### src/rtl/prog_loader_if.sv
// prog_loader_if: byte-stream input and instruction-memory write port of the program loader.
//   rx_data/rx_valid/rx_ready : valid/ready byte stream toward the loader
//   imem_we/imem_addr/imem_wdata : registered instruction-memory write port from the loader
//   Modport master is the byte source and memory side; modport slave is the loader.
interface prog_loader_if #(
   parameter int ADDR_W = 8
);
   logic [7:0] rx_data;
   logic rx_valid;
   logic rx_ready;
   logic imem_we;
   logic [ADDR_W-1:0] imem_addr;
   logic [15:0] imem_wdata;
   modport master (output rx_data, rx_valid, input rx_ready, imem_we, imem_addr, imem_wdata);
   modport slave (input rx_data, rx_valid, output rx_ready, imem_we, imem_addr, imem_wdata);
endinterface

### src/rtl/prog_loader.sv
// prog_loader: byte-serial loader that writes a framed program image into instruction memory
//   and holds the CPU in reset until the image is complete and checked.
//   Frame: SYNC_BYTE, LEN, LEN words as hi/lo byte pairs (LEN = 0 means 2^ADDR_W words),
//   then a CSUM byte (XOR of LEN and all data bytes) when LOADER_CHECKSUM_EN is defined.
//   Ports: clk, rst (synchronous, active high)
//          bus       prog_loader_if.slave: byte stream in, memory write port out
//          cpu_rst   high while the CPU is held in reset
//          load_done image loaded and accepted
//          load_err  frame aborted
//          err_code  01 inter-byte timeout, 10 checksum mismatch, 00 none
module prog_loader #(
   parameter int ADDR_W = 8,
   parameter logic [7:0] SYNC_BYTE = 8'hA5,
   parameter int TIMEOUT_CYCLES = 1024
) (
   input logic clk,
   input logic rst,
   prog_loader_if.slave bus,
   output logic cpu_rst,
   output logic load_done,
   output logic load_err,
   output logic [1:0] err_code
);
   localparam int TW = $clog2(TIMEOUT_CYCLES);
`ifdef LOADER_CHECKSUM_EN
   typedef enum logic [2:0] {IDLE, LEN, HI, LO, WR, CSUM, DONE, ERR} state_t;
   logic [7:0] acc;
`else
   typedef enum logic [2:0] {IDLE, LEN, HI, LO, WR, DONE, ERR} state_t;
`endif
   state_t state, next;
   logic [ADDR_W-1:0] count;
   logic [7:0] hi;
   logic [TW-1:0] cnt;
   logic xfer, sync, timing, timeout, last;
   assign bus.rx_ready = !rst && state != WR;
   assign xfer = bus.rx_valid && bus.rx_ready;
   assign sync = xfer && bus.rx_data == SYNC_BYTE;
   assign timing = !(state inside {IDLE, WR, DONE, ERR});
   // a byte arriving on the terminal count wins over the timeout
   assign timeout = timing && !xfer && cnt == TW'(TIMEOUT_CYCLES - 1);
   // count is LEN truncated to the address width, so LEN = 0 ends on the all-ones address
   assign last = bus.imem_addr == count - ADDR_W'(1);
   assign cpu_rst = state != DONE;
   assign load_done = state == DONE;
   assign load_err = state == ERR;
   always_ff @(posedge clk) state <= rst ? IDLE : next;
   always_comb begin
      next = state;
      case (state)
         IDLE, DONE, ERR: next = sync ? LEN : state;
         LEN: next = xfer ? HI : LEN;
         HI: next = xfer ? LO : HI;
         LO: next = xfer ? WR : LO;
`ifdef LOADER_CHECKSUM_EN
         WR: next = last ? CSUM : HI;
         CSUM: next = !xfer ? CSUM : bus.rx_data == acc ? DONE : ERR;
`else
         WR: next = last ? DONE : HI;
`endif
         default: next = IDLE;
      endcase
      if (timeout) next = ERR;
   end
   always_ff @(posedge clk) begin
      if (rst) begin
         cnt <= '0;
         count <= '0;
         hi <= '0;
         bus.imem_we <= 1'b0;
         bus.imem_addr <= '0;
         bus.imem_wdata <= '0;
         err_code <= 2'b00;
`ifdef LOADER_CHECKSUM_EN
         acc <= '0;
`endif
      end else begin
         cnt <= (xfer || !timing) ? '0 : cnt + TW'(1);
         bus.imem_we <= state == LO && xfer;
         if (state == LEN && xfer) begin
            count <= ADDR_W'(bus.rx_data);
            bus.imem_addr <= '0;
         end
         if (state == HI && xfer) hi <= bus.rx_data;
         if (state == LO && xfer) bus.imem_wdata <= {hi, bus.rx_data};
         if (state == WR) bus.imem_addr <= bus.imem_addr + ADDR_W'(1);
         // entering ERR from a frame is either a timeout or a checksum mismatch
         if (next == ERR && state != ERR) err_code <= timeout ? 2'b01 : 2'b10;
         else if (state == ERR && sync) err_code <= 2'b00;
`ifdef LOADER_CHECKSUM_EN
         if (state == LEN && xfer) acc <= bus.rx_data;
         else if ((state == HI || state == LO) && xfer) acc <= acc ^ bus.rx_data;
`endif
      end
   end
endmodule

### src/flat_wrapper.sv
// flat-port wrapper written by rule: the top's interface ports become plain ports
module prog_loader_flat 
#(
   parameter int ADDR_W = 8,
   parameter logic [7:0] SYNC_BYTE = 8'hA5,
   parameter int TIMEOUT_CYCLES = 1024
)
  (clk, rst, cpu_rst, load_done, load_err, err_code, bus_rx_data, bus_rx_valid, bus_rx_ready, bus_imem_we, bus_imem_addr, bus_imem_wdata);
  prog_loader_if #(.ADDR_W(ADDR_W)) bus_i ();
  input logic clk;
  input logic rst;
  output logic cpu_rst;
  output logic load_done;
  output logic load_err;
  output logic [1:0] err_code;
  input wire logic [$bits(bus_i.rx_data)-1:0] bus_rx_data;
  input wire logic [$bits(bus_i.rx_valid)-1:0] bus_rx_valid;
  output wire logic [$bits(bus_i.rx_ready)-1:0] bus_rx_ready;
  output wire logic [$bits(bus_i.imem_we)-1:0] bus_imem_we;
  output wire logic [$bits(bus_i.imem_addr)-1:0] bus_imem_addr;
  output wire logic [$bits(bus_i.imem_wdata)-1:0] bus_imem_wdata;
  assign bus_i.rx_data = bus_rx_data;
  assign bus_i.rx_valid = bus_rx_valid;
  assign bus_rx_ready = bus_i.rx_ready;
  assign bus_imem_we = bus_i.imem_we;
  assign bus_imem_addr = bus_i.imem_addr;
  assign bus_imem_wdata = bus_i.imem_wdata;
  prog_loader #(.ADDR_W(ADDR_W), .SYNC_BYTE(SYNC_BYTE), .TIMEOUT_CYCLES(TIMEOUT_CYCLES)) u_core (.clk(clk), .rst(rst), .bus(bus_i), .cpu_rst(cpu_rst), .load_done(load_done), .load_err(load_err), .err_code(err_code));
endmodule
### config.mk
export PLATFORM = sky130hd
export DESIGN_NAME = prog_loader_flat
export DESIGN_NICKNAME = d
export VERILOG_FILES = /design/src/rtl/prog_loader_if.sv /design/src/rtl/prog_loader.sv /design/src/flat_wrapper.sv
export SDC_FILE = /design/constraint.sdc
export NUM_CORES = 1
export LEC_CHECK = 0
export BUFFER_PORTS_ARGS = -buffer_cell sky130_fd_sc_hd__buf_2
export CAP_MARGIN = 10
export CORE_ASPECT_RATIO = 0.75
export CORE_MARGIN = 2
export CORE_UTILIZATION = 50
export CTS_CLUSTER_DIAMETER = 200
export DETAILED_ROUTE_END_ITERATION = 16
export PLACE_DENSITY = 0.75
export REMOVE_ABC_BUFFERS = 1
export SYNTH_ARGS = -nofsm -noshare
export SYNTH_HDL_FRONTEND = slang
export SYNTH_SLANG_ARGS = --single-unit
### constraint.sdc
create_clock -name clk -period 1.73 [get_ports clk]
set_input_delay 0.173 -clock clk [delete_from_list [all_inputs] [get_ports clk]]
set_output_delay 0.173 -clock clk [all_outputs]
set_load 0.005 [all_outputs]
[Word-level counts from Yosys, hierarchy flattened]
Index checks and enable logic that the tools add are counted.
Cells by class
  $add $sub $neg: 3
  equal/unequal tests: 13
  reductions and logical operators: 20
  multiplexer cells: 12
Operators by type and width (count)
  8-bit 2-to-1 mux: 2
  3-bit case mux with 5 select lines: 1
  3-bit equality test, second input constant: 4
  3-bit 2-to-1 mux: 4
  10-bit by 1-bit adder with 10-bit output, second input constant: 1
  10-bit equality test, second input constant: 1
  1-bit logical AND: 10
  3-bit != test, second input constant: 3
  8-bit by 1-bit adder with 8-bit output, second input constant: 1
  8-bit equality test: 1
  8-bit equality test, second input constant: 1
  2-bit 2-to-1 mux: 4
  8-bit by 1-bit subtractor with 8-bit output, second input constant: 1
  3-bit by 2-bit equality test with 1-bit output, second input constant: 2
  2-bit nonzero test: 2
  4-bit nonzero test: 1
  3-bit by 1-bit equality test with 1-bit output, second input constant: 1
  1-bit zero test: 3
  3-bit zero test: 1
  3-bit OR reduction: 1
  2-bit OR reduction: 1
  1-bit logical OR: 1
  1-bit 2-to-1 mux: 1
Storage, ports and cells
  output and inout bits: 31
  register bits: 56
  logic and storage cells: 56
  bits of input ports: 11

[Depth between registers and ports, before layout]
  word-level depth: 10
  depth in mapped cells: 7
  mapped depth without buffers: 7

[Worst setup path before layout]
No wires, ideal clock.
  path kind: register to register
  start point: reg u_core.count[0]
  end point: reg u_core.state[2]
  buffers on the path: 0
  slack: -50 ps
  clock period less this slack: 1780 ps
  cell stages (with the launch flop): 8
  setup time: 70 ps
  data required time: 1660 ps
  arrival: 1710 ps
  cell sequence: dfxtp_1 -> inv_1 -> ha_1 -> nand2b_1 -> o211a_1 -> o31a_1 -> a2111o_1 -> a21oi_1
On the way
  longest elaborated chain between the ends: 5
RTL lines
  start, declared: line prog_loader.sv:32  | logic [ADDR_W-1:0] count;
  start signal, assigned: line prog_loader.sv:81  | count <= ADDR_W'(bus.rx_data);
  8-bit by 1-bit subtractor with 8-bit output: line prog_loader.sv:43  | assign last = bus.imem_addr == count - ADDR_W'(1);
  8-bit equality test: line prog_loader.sv:43
  3-bit 2-to-1 mux: line prog_loader.sv:59  | WR: next = last ? DONE : HI;
  3-bit case mux with 5 select lines: line prog_loader.sv:50  | case (state)
  3-bit 2-to-1 mux: line prog_loader.sv:63  | if (timeout) next = ERR;
  end signal, assigned: line prog_loader.sv:47  | always_ff @(posedge clk) state <= rst ? IDLE : next;
  end, declared: line prog_loader.sv:31  | state_t state, next;
No other way between the ends.
A chain may end at the register's enable or synchronous reset.

[Worst setup path in the final report]
  start point: reg u_core.count[1]
  end point: reg u_core.state[0]
The elaborated chain is that of the path after synthesis.

==> metrics.md <==
| Metric | Value |
|---|---|
| Vias in the first global route | `1997` |
| Gate Count Post-Synth | `311` |
| Wire per inst | `approximately 14 um` |
| Final-report setup violation count | `2` |
| Arr. time, crit path | `2.03 ns` |
| Slowest CP cell | `a2111o_1` |
| Post-synth top flop | `dfxtp_1` |
| Pins Over Slew Limit | `0` |
| PnR worst setup slack | `-0.0517 ns` |
| Min cycle time layout | `approximately 1.8 ns` |
| CP endpoint kind | `flip-flop` |
| Initial antenna violation count | `0` |
| Slew @ Worst Pin | `0.478 ns` |
| Synthesized area | `0.00255 sq mm` |
| Largest net degree at the start of global routing | `46` |
| Pre-CTS worst setup slack | `-0.0326 ns` |
| Clock root buffer | `clkbuf_8` |
| Num CTS Buffers | `5` |
| Crit Path Max Fanout | `4` |
| I/O Buffers | `41` |
| Hold path depth | `3` |
| Failing checks | `setup timing` |
| Die area | `0.00569 sq mm` |
| Clk buf depth | `2` |
| Routed Antenna Nets | `0` |
| Reg2Reg Depth | `7` |
| Vias per cell | `5.40` |
| Status | `complete, but fails checks` |
| Critical Path Stages | `7` |
| Number of clock sinks | `56` |
| Yosys cell types | `about 50` |
| Share of cells above drive strength 1 | `24.1%` |
| Detailed Route WL | `5850 um` |
| First-pass detailed-route iteration total | `5` |
| GRT overflow | `0` |
| Critical path's top delay family | `compound AO/OA/AOI/OAI gates` |
| Post-route DRC | `0` |
| Most frequent cells in the layout | `nand2_1 (61), dfxtp_1 (50), buf_2 (41), nor2_1 (35), a21oi_1 (34)` |
| Setup CP Type | `flip-flop to flip-flop` |
| Worst clock skew | `about 0.0064 ns` |
| Placed Area | `0.00283 sq mm` |
| Synthesized area per cell | `~8 sq um` |
| Startpoint types | `flip-flop` |
| Nets | `371` |
| CTS tree | `yes` |
| Most common cell after layout, fill and taps aside | `nand2_1` |
| Final Hold Fails | `0` |
| Yosys reg bits | `56` |
| Max cap viols | `0` |
| Final Cell Area | `between 0.003 and 0.004 sq mm` |
| Die X | `86.4 um` |
| PwrDens | `roughly 680 mW/mm^2` |
| Worst Path Buf+Inv | `1` |
| Die height | `about 66 um` |
| Clk Latency, worst-skew pair | `slightly above 0.3 ns` |
| Placed insts | `408` |
| Starting Density | `52.0%` |
| Final non-filler cell total | `417` |
| Vias | `about 2300` |
| Leakage | `0.00128 uW` |
| 1st-iter DRT viols | `138` |
| Depth of the CTS H-tree | `2` |
| Max incr delay on CP | `0.45 ns` |
| Async set-reset flop share out of synthesis | `0%` |
| Min-delay worst type | `primary input to flip-flop` |
| Area Growth Syn to Fin | `18.9%` |
| Final period utilization | `103%` |
| Util after Layout | `61.8%` |
| Hpwl dp | `3970 um` |
| Fmax | `561 MHz` |
| Crit path required time | `1.98 ns` |
| Top Ports | `42` |
| Relative slew slack | `68.1%` |
| First-pass GRT wire length | `9210 um` |
| Hold buffers post-CTS | `0` |
| RSZ-0062 raised after global routing | `yes` |
| Fin Setup TNS | `-0.103 ns` |
| Post-synthesis sequential area ratio | `between 40% and 50%` |
| Crit path cell chain | `inv_2, ha_4, nand2_2, o211a_1, o31a_1, a2111o_1, a21oi_1` |
| Total track usage | `between 20% and 30%` |
| Row Count | `22` |
| Clk pin slew, worst setup/hold paths | `0.10 ns` |
| VDD IR max | `0.425 mV` |
| Synthesis warning total | `0` |
| Gp weighted congestion | `~0.81` |
| Core area | `slightly below 0.005 sq mm` |
| Post-synth EDFFs | `0` |
| Antenna diodes | `0` |
state kept, by name, indices dropped and copies added (netlist names):
name                   count
u_core.hi                  8
u_core.cnt                10
u_core.bus.imem_addr       8
u_core.err_code            2
u_core.bus.imem_we         1
u_core.state               3
u_core.bus.imem_wdata     16
u_core.count               8
power by group:
group,switching (uW),internal (uW)
clock network,424,276
logic,38.7,18.5
registers,0.174,1290
total,463,1580
repair_timing:
item                                    CTS  global route
cloned                                    0             0
setup buffers                             0             3
pin swaps                                 1            11
resized for setup                         1            23
endpoints found under the setup margin    3            17
routing by layer:
layer  global-route usage, %  routed length, um
met5                       0                  0
met2                    31.8               2730
met3                    4.37                292
met4                    7.23                 70
met1                    28.4               2750
through the flow:
| step | power (uW) | hold slack [ns] |
|---|---|---|
| detailed placement | 1370 | 0.437 |
| global route | 2110 | 0.130 |
| CTS | 2050 | 0.125 |
| finish | 2050 | 0.121 |
| floorplan | 1330 | 0.242 |
| global placement | 1370 | 0.421 |
layout make-up:
type	instances	area, sq um
Tap cell	60	75.1
Inverter	6	22.5
Clock buffer	5	68.8
Timing Repair Buffer	55	310
Multi-Input combinational cell	233	1410
Fill cell	435	1870
Sequential cell	56	1130
Clock inverter	2	12.5
kinds of logic (layout without fill, tap and decap cells):
group	count (synthesis)	in the layout	share of synthesized area, %
AO/OA/AOI/OAI	54	54	12.4
XOR/XNOR	18	18	6.19
adder cells (fa/ha/maj)	4	4	1.87
buffers and inverters	22	68	4.18
flip-flops	56	56	44.0
multiplexers	10	10	4.03
AND/OR/NAND/NOR	147	147	27.3
worst reg2reg max path, delay by kind of cell (launching register included):
kind	cells	cell delay, ns
and+or+nand+nor	1	0.05
AOI/OAI and AO/OA	4	1.13
adders and majority gates	1	0.15
buffers and inverters	1	0.06
DFF	1	0.33
path summary, 6_finish.rpt:
check | end | slack (ns) | from
worst max-delay path | u_core.state[0]$_SDFF_PP0_ | -0.05 | u_core.count[1]$_SDFFE_PP0P_
worst min-delay path | u_core.count[1]$_SDFFE_PP0P_ | 0.12 | bus_rx_data[1]
worst max register to register | u_core.state[0]$_SDFF_PP0_ | -0.05 | u_core.count[1]$_SDFFE_PP0P_
worst min register to register | u_core.err_code[1]$_SDFFE_PP0P_ | 0.45 | u_core.err_code[1]$_SDFFE_PP0P_
cell usage after synthesis, drive strengths merged (2+ instances only):
cell | instances | share of area [%]
nand2 | 62 | 9.1
dfxtp | 56 | 44
nor2 | 36 | 5.3
a21oi | 35 | 6.9
xor2 | 12 | 4.1
clkbuf | 9 | 1.3
mux2i | 8 | 3.1
nor3 | 8 | 1.6
buf | 7 | 2.0
nand3 | 7 | 1.4
nand4 | 7 | 2.0
and3 | 6 | 1.5
inv | 6 | 0.88
xnor2 | 6 | 2.1
o21ai | 5 | 0.98
nand2b | 4 | 0.98
ha | 3 | 1.5
or3 | 3 | 0.74
a211oi | 2 | 0.59
mux2 | 2 | 0.88
nand3b | 2 | 0.59
nand4bb | 2 | 0.88
nor3b | 2 | 1.0
or2 | 2 | 0.49
Power figures use the tool's default switching activity.
